--- src/rtl/mc_pkg.sv ---
// Shared definitions for the multicycle MIPS control unit:
// state codes, opcode/funct values and datapath select encodings.
package mc_pkg;

  typedef enum logic [3:0] {
    S_FETCH    = 4'd0,
    S_DECODE   = 4'd1,
    S_MEMADR   = 4'd2,
    S_MEMREAD  = 4'd3,
    S_MEMWB    = 4'd4,
    S_MEMWRITE = 4'd5,
    S_EXECUTE  = 4'd6,
    S_ALUWB    = 4'd7,
    S_BRANCH   = 4'd8,
    S_ADDIEXEC = 4'd9,
    S_ADDIWB   = 4'd10,
    S_JUMP     = 4'd11
  } state_t;

  localparam logic [5:0] OP_RTYPE = 6'b000000;
  localparam logic [5:0] OP_LW    = 6'b100011;
  localparam logic [5:0] OP_SW    = 6'b101011;
  localparam logic [5:0] OP_BEQ   = 6'b000100;
  localparam logic [5:0] OP_ADDI  = 6'b001000;
  localparam logic [5:0] OP_J     = 6'b000010;

  localparam logic [5:0] FN_ADD = 6'b100000;
  localparam logic [5:0] FN_SUB = 6'b100010;
  localparam logic [5:0] FN_AND = 6'b100100;
  localparam logic [5:0] FN_OR  = 6'b100101;
  localparam logic [5:0] FN_SLT = 6'b101010;

  localparam logic [2:0] ALU_ADD = 3'b010;
  localparam logic [2:0] ALU_SUB = 3'b110;
  localparam logic [2:0] ALU_AND = 3'b000;
  localparam logic [2:0] ALU_OR  = 3'b001;
  localparam logic [2:0] ALU_SLT = 3'b111;

  localparam logic [1:0] ALUOP_ADD   = 2'b00;
  localparam logic [1:0] ALUOP_SUB   = 2'b01;
  localparam logic [1:0] ALUOP_FUNCT = 2'b10;

  localparam logic [1:0] SRCB_REG   = 2'b00;
  localparam logic [1:0] SRCB_FOUR  = 2'b01;
  localparam logic [1:0] SRCB_IMM   = 2'b10;
  localparam logic [1:0] SRCB_IMMSH = 2'b11;

  localparam logic [1:0] PC_ALURES = 2'b00;
  localparam logic [1:0] PC_ALUOUT = 2'b01;
  localparam logic [1:0] PC_JUMP   = 2'b10;

endpackage

--- src/rtl/mc_controller_alu_decoder.sv ---
// Combinational ALU control decode.
// Ports: aluop (00 add, 01 sub, 10 funct), funct -> aluctl.
module alu_decoder
  import mc_pkg::*;
(
  input  logic [1:0] aluop,
  input  logic [5:0] funct,
  output logic [2:0] aluctl
);

  always_comb begin
    aluctl = ALU_ADD;
    case (aluop)
      ALUOP_SUB: aluctl = ALU_SUB;
      ALUOP_FUNCT: begin
        unique case (funct)
          FN_ADD:  aluctl = ALU_ADD;
          FN_SUB:  aluctl = ALU_SUB;
          FN_AND:  aluctl = ALU_AND;
          FN_OR:   aluctl = ALU_OR;
          FN_SLT:  aluctl = ALU_SLT;
          default: aluctl = ALU_ADD;
        endcase
      end
      default: aluctl = ALU_ADD;
    endcase
  end

endmodule

--- src/rtl/mc_controller.sv ---
// Multicycle MIPS control unit: Moore FSM sequencing the shared datapath.
// Ports: clk, reset, op, funct, zero in; mux selects, enables, state out.
module mc_controller
  import mc_pkg::*;
(
  input  logic       clk,
  input  logic       reset,
  input  logic [5:0] op,
  input  logic [5:0] funct,
  input  logic       zero,
  output logic       iord,
  output logic       memwrite,
  output logic       irwrite,
  output logic       pcen,
  output logic       regwrite,
  output logic       regdst,
  output logic       memtoreg,
  output logic       alusrca,
  output logic [1:0] alusrcb,
  output logic [2:0] aluctl,
  output logic [1:0] pcsrc,
  output logic [3:0] state
);

  state_t     state_q;
  state_t     state_d;
  logic       pcwrite;
  logic       branch;
  logic       legal;
  logic       irwrite_s;
  logic       regwrite_s;
  logic       memwrite_s;
  logic [1:0] aluop;
  logic [2:0] aluctl_dec;

  always_ff @(posedge clk) begin
    if (reset) state_q <= S_FETCH;
    else       state_q <= state_d;
  end

  always_comb begin
    state_d = S_FETCH;
    case (state_q)
      S_FETCH: state_d = S_DECODE;
      S_DECODE: begin
        case (op)
          OP_LW, OP_SW: state_d = S_MEMADR;
          OP_RTYPE:     state_d = S_EXECUTE;
          OP_BEQ:       state_d = S_BRANCH;
          OP_ADDI:      state_d = S_ADDIEXEC;
          OP_J:         state_d = S_JUMP;
          default:      state_d = S_FETCH;
        endcase
      end
      S_MEMADR:   state_d = (op == OP_SW) ? S_MEMWRITE : S_MEMREAD;
      S_MEMREAD:  state_d = S_MEMWB;
      S_EXECUTE:  state_d = S_ALUWB;
      S_ADDIEXEC: state_d = S_ADDIWB;
      default:    state_d = S_FETCH;
    endcase
  end

  always_comb begin
    iord       = 1'b0;
    memwrite_s = 1'b0;
    irwrite_s  = 1'b0;
    pcwrite    = 1'b0;
    branch     = 1'b0;
    regwrite_s = 1'b0;
    regdst     = 1'b0;
    memtoreg   = 1'b0;
    alusrca    = 1'b0;
    alusrcb    = SRCB_REG;
    pcsrc      = PC_ALURES;
    aluop      = ALUOP_ADD;
    legal      = 1'b1;
    case (state_q)
      S_FETCH: begin
        irwrite_s = 1'b1;
        pcwrite   = 1'b1;
        alusrcb   = SRCB_FOUR;
      end
      S_DECODE: alusrcb = SRCB_IMMSH;
      S_MEMADR: begin
        alusrca = 1'b1;
        alusrcb = SRCB_IMM;
      end
      S_MEMREAD: iord = 1'b1;
      S_MEMWB: begin
        regwrite_s = 1'b1;
        memtoreg   = 1'b1;
      end
      S_MEMWRITE: begin
        iord       = 1'b1;
        memwrite_s = 1'b1;
      end
      S_EXECUTE: begin
        alusrca = 1'b1;
        aluop   = ALUOP_FUNCT;
      end
      S_ALUWB: begin
        regwrite_s = 1'b1;
        regdst     = 1'b1;
      end
      S_BRANCH: begin
        alusrca = 1'b1;
        aluop   = ALUOP_SUB;
        pcsrc   = PC_ALUOUT;
        branch  = 1'b1;
      end
      S_ADDIEXEC: begin
        alusrca = 1'b1;
        alusrcb = SRCB_IMM;
      end
      S_ADDIWB: regwrite_s = 1'b1;
      S_JUMP: begin
        pcsrc   = PC_JUMP;
        pcwrite = 1'b1;
      end
      default: legal = 1'b0;
    endcase
  end

  alu_decoder u_alu_decoder (
    .aluop  (aluop),
    .funct  (funct),
    .aluctl (aluctl_dec)
  );

  // Illegal codes drive every output to 0, including aluctl.
  assign aluctl = legal ? aluctl_dec : 3'b000;

  // Architectural writes are suppressed in the reset cycle itself.
  assign irwrite  = irwrite_s  & ~reset;
  assign regwrite = regwrite_s & ~reset;
  assign memwrite = memwrite_s & ~reset;
  assign pcen     = (pcwrite | (branch & zero)) & ~reset;
  assign state    = state_q;

endmodule
--- config.mk ---
export PLATFORM = sky130hd
export DESIGN_NAME = mc_controller
export DESIGN_NICKNAME = d
export VERILOG_FILES = /design/src/rtl/mc_pkg.sv /design/src/rtl/mc_controller_alu_decoder.sv /design/src/rtl/mc_controller.sv
export SDC_FILE = /design/constraint.sdc
export NUM_CORES = 1
export LEC_CHECK = 0
export BUFFER_PORTS_ARGS = -buffer_cell sky130_fd_sc_hd__buf_2
export CORE_AREA = 10 10 47 49
export CTS_CLUSTER_SIZE = 10
export DETAILED_ROUTE_END_ITERATION = 10
export DIE_AREA = 0 0 57 59
export PLACE_DENSITY = 0.78
export SKIP_LAST_GASP = 1
export SYNTH_ARGS = -nofsm -noshare
export SYNTH_HDL_FRONTEND = slang
export SYNTH_SLANG_ARGS = --single-unit
export TNS_END_PERCENT = 5
--- constraint.sdc ---
create_clock -name clk -period 3.6 [get_ports clk]
set_input_delay 0.36 -clock clk [delete_from_list [all_inputs] [get_ports clk]]
set_output_delay 0.36 -clock clk [all_outputs]
set_load 0.02 [all_outputs]
After elaboration in Yosys (flattened, before gate mapping)
Cells that the tools add are included.
- memories kept: 0
- memory bits (writable): 0
- ROM bits: 0
- output and inout port bits: 19
- latch bits: 0
- register bits: 4
- input bits: 15
- word-level logic and storage cells: 58
- multipliers: 0
- magnitude comparators: 0
- equality and inequality tests: 22
- bitwise logic cells: 7
- shifts and indexed selects: 0
- reductions and logical operators: 9
- muxes and demuxes: 19
- add/sub/neg operators: 0
- divide/modulo/power cells: 0
- operators with widths (operator ; count):
    equality test 6 bit (second input constant) ; 6
    one-hot mux 4 bit (6 select lines) ; 1
    one-hot mux 4 bit (5 select lines) ; 1
    equality test 4 x 3 -> 1 bit (second input constant) ; 4
    equality test 4 bit (second input constant) ; 4
    one-hot mux 3 bit (4 select lines) ; 1
    OR reduction 12 bit ; 1
    two-way mux 1 bit ; 10
    equality test 4 x 2 -> 1 bit (second input constant) ; 2
    one-hot mux 2 bit (2 select lines) ; 2
    OR reduction 2 bit ; 4
    equality test 6 x 2 -> 1 bit (second input constant) ; 1
    equality test 6 x 3 -> 1 bit (second input constant) ; 1
    equality test 6 x 4 -> 1 bit (second input constant) ; 1
    logical NOT 6 bit ; 1
    two-way mux 3 bit ; 2
    one-hot mux 2 bit (3 select lines) ; 1
    one-hot mux 3 bit (2 select lines) ; 1
    AND 1 bit ; 5
    equality test 4 x 1 -> 1 bit (second input constant) ; 1
    logical NOT 4 bit ; 1
    OR reduction 4 bit ; 1
    OR reduction 3 bit ; 1
    equality test 2 x 1 -> 1 bit (second input constant) ; 1
    other kinds (3) ; 3

Longest topological paths before layout
Gate-level depths: netlist of the first run.
- depth after elaboration: 5
- gate-level depth with buffers: 8
- depth with buffers taken out: 7

Hierarchy
From an unflattened synthesis of the first run, not the netlist that was laid out.
- cell total of the unflattened synthesis: 83
- area, all modules: 571.8 sq um
- modules (own cells, without submodules) (module ; cells an instance ; sequential area each (sq um) ; area an instance (sq um) ; instances):
    mc_controller ; 68 ; 80.1 ; 452.9 ; 1
    alu_decoder ; 15 ; 0.0 ; 118.9 ; 1

Worst setup path before layout of the first run
Ideal clock, no wire load.
- path kind: reg2out
- start: reg state_q[1] (netlist: state[1])
- end: out aluctl[1]
- arrival time: 2.180 ns
- path slack: 1.060 ns
- cell stages (with the launch flop): 8
- data required time: 3.240 ns
- path buffers: 1
- path through: dfxtp_1 -> buf_2 -> nor3_1 -> inv_1 -> ha_1 -> nand2b_1 -> a21oi_1 -> a21oi_1
- cells in the longest elaborated chain, start to end: 5
- elaborated cells between the ends (all ways): 19
- classes of those cells: eq/ne: 13; mux: 4; reduce/logical: 2
- ends and longest elaborated chain (item ; RTL line ; source):
    start: declaration ; mc_controller.sv:25 ; state_t state_q;
    start signal: assignment ; mc_controller.sv:38 ; else state_q <= state_d;
    equality test 4 bit / equality test 4 x 3 -> 1 bit (equally long branches) ; mc_controller.sv:77 ; case (state_q)
    one-hot mux 2 bit (2 select lines) ; mc_controller.sv:77 ;
    equality test 2 bit / equality test 2 x 1 -> 1 bit (equally long branches) ; mc_controller_alu_decoder.sv:13 ; case (aluop)
    one-hot mux 3 bit (2 select lines) ; mc_controller_alu_decoder.sv:13 ;
    two-way mux 3 bit * ; mc_controller.sv:131 ; assign aluctl = legal ? aluctl_dec : 3'b000;
    end: declaration ; mc_controller.sv:20 ; output logic [2:0] aluctl,
Every way passes the cells marked *; elsewhere a longest branch is shown, timed or not.

Worst setup path after layout of the first run
- start: reg state_q[3] (netlist: state[3])
- end: out aluctl[1]
Same word-level chain as after synthesis.

==> impl_results.md, run 1 <==
* DP Cell Count at 132
* Antenna cells at 0
* Hold Slack at 387 ps
* DR iter-0 viols at 21
* CP Launch Type: register
* Area added between synthesis and finish at 34.3%
* Peak VDD IR at 187 uV
* Share of the synthesized area in the top cell type at 0.145
* Unrepaired setup endpoints after global routing: false
* CTS clk-pin slew, worst paths at 30 ps
* Antenna violations before repair at 0
* Slew @ Worst Pin at 445 ps
* Port-buffer cells at 33
* Final WL at 1.71 mm
* Worst Setup Path Type: register to output pin
* Final critical-path required period at 2470 ps
* Hold-fix buffers, CTS at 0
* Most frequent cells in the layout: buf_2, nor2_1, a21oi_1
* Fmax at 405 MHz
* Synth unique cells at 28
* Cell-internal power at 0.102 mW
* Crit end category: output pin
* Row count at 14
* Cell count of the worst reg-to-reg path at 4
* Share of layout cells above drive strength 1 at 0.311
* Status: completed
* First-pass detailed-route iteration total at 4
* Worst Path Buf+Inv at 2
* Slew Limit Fails at 0
* Switching pwr at 0.0455 mW
* Sequential share of power at 0.344
* Yosys warning total at 0
* Rel. slew slack at 0.703
* Yosys top cell by area: dfxtp_1
* Post CTS Setup Buffer Count at 0
* IO Pins at 34
* Pwr per Cell Area at 199 nW/um^2
* Area after DPL at 717 um^2
* Max incr delay on CP at 580 ps
* Comb pwr share at 0.311
* CP required at 3240 ps
* Die Y at 59 um
* WL per Instance at 12.6 um
* Post-route ant nets at 0
* Largest net degree at the start of global routing at 17
* Post-synth EDFFs at 0
* DR vias/cell at 5.30
* GRT Residual Overflow at 0
* GPL Wtd Cong at 0.885
* H-tree Lvls at 1
* Hold endpoint: state[3]
* Vias in the first global route at 672
* CTS tree: yes
* Hold Violations, Final at 0
* End-of-flow core utilization at 0.528
* Starting density of the core at 0.393
* Worst Clk Skew at 2.93 ps
* RR Endpoint: state[1]
* Post-cts gate resize count at 0
* Synthesized area at 551 um^2
* Sw frac at 0.309
* Worst path depth at 8
* Seq/Total Area, Yosys at 0.145
* Top_reg_cell synth: dfxtp_1
* Fin cells at 135
* Hold crit path type: input pin to register
* Final layout net count at 139
* Routed via count at 715
* Reg2reg start: state[1]
* CP delay by family, top: flip-flops
* DR DRC count at 0
* WP data arrival at 2110 ps
* Clock Tree Buf Depth at 2
* Crit-path slowest cell: dfxtp_1
* Overall power at 0.147 mW
* Post-synthesis register bit count at 4
* Synth top area cells: dfxtp_1, a21oi_1, nor2_1
* Hold path start: reset
* Tcrit/Tclk final at 0.685
* Final Cell Area at 739 um^2
* Clk sinks at 4
* Clock insertion delay at the later pin of the skew report at 220 ps
* Global-route wire length before repair at 2.88 mm
* CP Cell Sequence: nand2b_1 > nor3_1 > inv_1 > ha_1 > nand2b_1 > a21oi_1 > a21oi_1 > buf_2
* Leakage power at 0.319 nW
* Tot GR Track Use at 0.0996
* Clock Power Share at 0.346
* Max reg flops at 4
* Setup WS post-layout at 1130 ps
* Chip width at 57 um
* Flop2flop setup slack at 2000 ps
* Max cap viols at 0
* Core area at 1400 um^2
* Post-synth net total at 105
* Asr flop ratio synth at 0
* Setup WS pre-CTS at 1350 ps
* Syn Area/Cell at 6.33 um^2
* Max FO, Critical Path at 16
* Num CTS Buffers at 3
* Die ar. at 3360 um^2
* Final setup fails at 0
* HPWL Detailed at 1.42 mm
* Syn Inst Count at 87
* Root Buffer: clkbuf_4
* Commonest non-fill, non-tap cell in the layout: buf_2
* Hold Crit Depth at 2
* Post-route setup TNS at 0 ps
==> cell type report <==
| cell class | instances | area (um^2) |
|---|---|---|
| Fill cell | 154 | 662 |
| Multi-Input combinational cell | 75 | 437 |
| Timing Repair Buffer | 33 | 165 |
| Sequential cell | 4 | 80.1 |
| Clock buffer | 3 | 22.5 |
| Tap cell | 16 | 20.0 |
| Inverter | 4 | 15.0 |
==> cells in the mapped netlist (3+ instances only) <==
| cell type | number |
|---|---|
| a21oi_1 | 11 |
| buf_2 | 3 |
| dfxtp_1 | 4 |
| ha_1 | 3 |
| inv_1 | 4 |
| nand2_1 | 7 |
| nand2b_1 | 6 |
| nand3_1 | 3 |
| nor2_1 | 14 |
| nor3_1 | 6 |
| nor4_1 | 3 |
==> worst max path at each step <==
stage / from / end / slack (ps)
after floorplan: state[1] / aluctl[1] / 1060
after global placement: state[3] / aluctl[1] / 1400
after detailed placement: state[3] / aluctl[1] / 1350
after CTS: state[3] / aluctl[1] / 1110
after global routing: state[3] / aluctl[1] / 820
final: state[3] / aluctl[1] / 1130
==> power by group through the flow <==
stage          clock network [mW]  logic, mW  registers (mW)
6_report                   0.0509     0.0458          0.0506
5_1_grt                    0.0626     0.0511          0.0511
4_1_cts                    0.0529     0.0461          0.0503
3_5_place_dp                    0     0.0459          0.0511
3_3_place_gp                    0     0.0448          0.0511
2_1_floorplan                   0     0.0269          0.0495
==> logic make-up (layout without fill, tap and decap cells) <==
logic type,after synthesis,after routing,share of synthesized area
AND/OR/NAND/NOR,47,47,0.423
AO/OA/AOI/OAI,22,22,0.255
buffers and inverters,8,40,0.0613
flip-flops,4,4,0.145
adder cells (fa/ha/maj),3,3,0.0682
XOR/XNOR,3,3,0.0477
==> metal layers <==
metal,wire [um],global-route usage
met1,702,0.106
met2,888,0.183
met4,0,0.0302
met3,115,0.0300
met5,0,0
No activity file was read; power rests on OpenSTA's default activity.
==> run 2, diff against run 1 <==
CORE_AREA = default   (was 10 10 47 49)
CORE_MARGIN = 10   (was default)
CORE_UTILIZATION = 41   (was default)
DIE_AREA = default   (was 0 0 57 59)
PLACE_DENSITY = 0.77   (was 0.78)
clock period = 2.51 ns   (was 3.6 ns; I/O delays follow)
==> run 2 against run 1 <==
  * Non-clock buffer count increased by 1
  * Sequential share of layout area rose by 0.21 points
  * Worst setup slack got worse by 880 ps
  * Cell area increased by 1.2%
  * First-iteration DRC count is 29% higher
  * Utilization up 5.5 points
  * Highest routed layer unchanged
==> impl_results.md, run 2 (same netlist as run 1, synthesis figures left out) <==
* CP required at 2260 ps (-980 ps)
* Switching pwr at 0.0721 mW (+59%)
* Antenna violations before repair at 0 (unchanged)
* Cell-internal power at 0.147 mW (+44%)
* Fmax at 444 MHz
* IO Pins at 34 (unchanged)
* Comb pwr share at 0.298 (-0.013)
* Share of layout cells above drive strength 1 at 0.333 (+0.0224)
* CTS tree: yes
* Post-cts gate resize count at 0 (unchanged)
* Hold path start: reset
* CP Cell Sequence: nand2b_1 > nor2_1 > inv_1 > ha_1 > nand2b_1 > a21oi_1 > a21oi_1 > buf_2
* Rel. slew slack at 0.698 (-0.00519)
* CP delay by family, top: flip-flops
* Final critical-path required period at 2250 ps
* Sw frac at 0.330 (+0.0210)
* Routed via count at 739 (+3.4%)
* Largest net degree at the start of global routing at 17 (unchanged)
* Flop2flop setup slack at 910 ps (-1090 ps)
* Max incr delay on CP at 590 ps (about the same)
* Worst Path Buf+Inv at 2 (unchanged)
* Post-route setup TNS at 0 ps (unchanged)
* WP data arrival at 2000 ps (-110 ps)
* Num CTS Buffers at 3 (unchanged)
* Port-buffer cells at 33 (unchanged)
* Final WL at 1.71 mm (+0.47%)
* Starting density of the core at 0.428 (+0.0356)
* Post-route ant nets at 0 (unchanged)
* Root Buffer: clkbuf_4
* First-pass detailed-route iteration total at 4 (unchanged)
* Crit-path slowest cell: dfxtp_1
* WL per Instance at 12.7 um (+0.47%)
* Max reg flops at 4 (unchanged)
* Antenna cells at 0 (unchanged)
* Setup WS post-layout at 256 ps (-877 ps)
* H-tree Lvls at 1 (unchanged)
* Hold-fix buffers, CTS at 0 (unchanged)
* Leakage power at 0.326 nW (+2.0%)
* Reg2reg start: state[1]
* Hold endpoint: state[3]
* Sequential share of power at 0.331 (-0.013)
* CP Launch Type: register
* Pwr per Cell Area at 292 nW/um^2 (+47%)
* Vias in the first global route at 660 (-1.8%)
* Clk sinks at 4 (unchanged)
* Clock insertion delay at the later pin of the skew report at 240 ps (+20 ps)
* CTS clk-pin slew, worst paths at 40 ps (about the same)
* Worst Setup Path Type: register to output pin
* Commonest non-fill, non-tap cell in the layout: buf_2
* Hold crit path type: input pin to register
* Die ar. at 3210 um^2 (-4.6%)
* Tot GR Track Use at 0.0998 (+0.000209)
* Slew @ Worst Pin at 452 ps (+7.77 ps)
* Clock Power Share at 0.370 (+0.024)
* Crit end category: output pin
* Most frequent cells in the layout: buf_2, nor2_1, a21oi_1
* Core area at 1280 um^2 (-8.3%)
* Slew Limit Fails at 0 (unchanged)
* GRT Residual Overflow at 0 (unchanged)
* Max FO, Critical Path at 14 (-2)
* Chip width at 56.6 um (-0.62%)
* DR iter-0 viols at 27 (+29%)
* GPL Wtd Cong at 0.898 (+1.5%)
* FILL cells at 121 (-21%)
* Final layout net count at 140 (+0.72%)
* Area added between synthesis and finish at 35.9%
* Row count at 13 (-1)
* Peak VDD IR at 250 uV (+34%)
* DR DRC count at 0 (unchanged)
* Max cap viols at 0 (unchanged)
* Clock Tree Buf Depth at 2 (unchanged)
* Unrepaired setup endpoints after global routing: false
* HPWL Detailed at 1.39 mm (-2.2%)
* Hold Violations, Final at 0 (unchanged)
* Global-route wire length before repair at 2.83 mm (-1.7%)
* Final setup fails at 0 (unchanged)
* Hold Crit Depth at 2 (unchanged)
* Setup WS pre-CTS at 427 ps (-920 ps)
* Worst Clk Skew at 9.79 ps (+6.86 ps)
* RR Endpoint: state[1]
* Tcrit/Tclk final at 0.898
* DR vias/cell at 5.47 (+3.4%)
* Die Y at 56.6 um (-4.0%)
* Post CTS Setup Buffer Count at 0 (unchanged)
* Cell count of the worst reg-to-reg path at 4 (unchanged)
* Status: completed
-- run 2: cell types whose count changed in the layout (fill, tap and decap cells not counted), sizes merged --
cell	before	now
buf	33	34
-- run 2: worst max path at each step --
stage | cells after the start | slack (ps) | startpoint | endpoint
5_1_grt | 8 | 70 | state[1] | aluctl[1]
2_1_floorplan | 7 | 80 | state[1] | aluctl[1]
6_report | 8 | 260 | state[1] | aluctl[1]
4_1_cts | 8 | 160 | state[2] | aluctl[1]
3_5_place_dp | 8 | 430 | state[2] | aluctl[1]
3_3_place_gp | 8 | 490 | state[2] | aluctl[1]
-- run 2: per-layer routing --
layer  part of all wire  routed length, um  global-route usage  vias up
met4                  0                  0              0.0206        0
met2               0.45                770               0.155       41
met1               0.43                740               0.119      322
met3               0.12                203              0.0494        0
met5                  0                  0                   0        -
li1                   -                  -                   -      376
-- run 2: cell type report --
class | count | area [um^2] | area share
flip-flops and latches | 4 | 82.6 | 0.110
repair buffers | 34 | 173 | 0.231
inverters | 4 | 15.0 | 0.0201
well taps | 15 | 18.8 | 0.0251
multi-input cells | 75 | 437 | 0.584
clock buffers | 3 | 22.5 | 0.0301
-- run 2: per-stage QoR --
step	hold slack (ps)	instances	instance area (um^2)	total power, mW	util
floorplan	330	87	551	0.110	-
global placement	505	132	723	0.138	0.563
detailed placement	504	132	723	0.139	0.563
CTS	251	135	746	0.221	0.580
global route	261	135	748	0.236	0.582
finish	248	135	748	0.219	0.582
-- run 2: power groups by stage --
stage | sequential (mW) | clock [mW] | combinational, mW
global placement | 0.0731 | 0 | 0.0650
detailed placement | 0.0734 | 0 | 0.0655
finish | 0.0725 | 0.0810 | 0.0653
global route | 0.0730 | 0.0898 | 0.0728
floorplan | 0.0710 | 0 | 0.0385
CTS | 0.0724 | 0.0832 | 0.0657
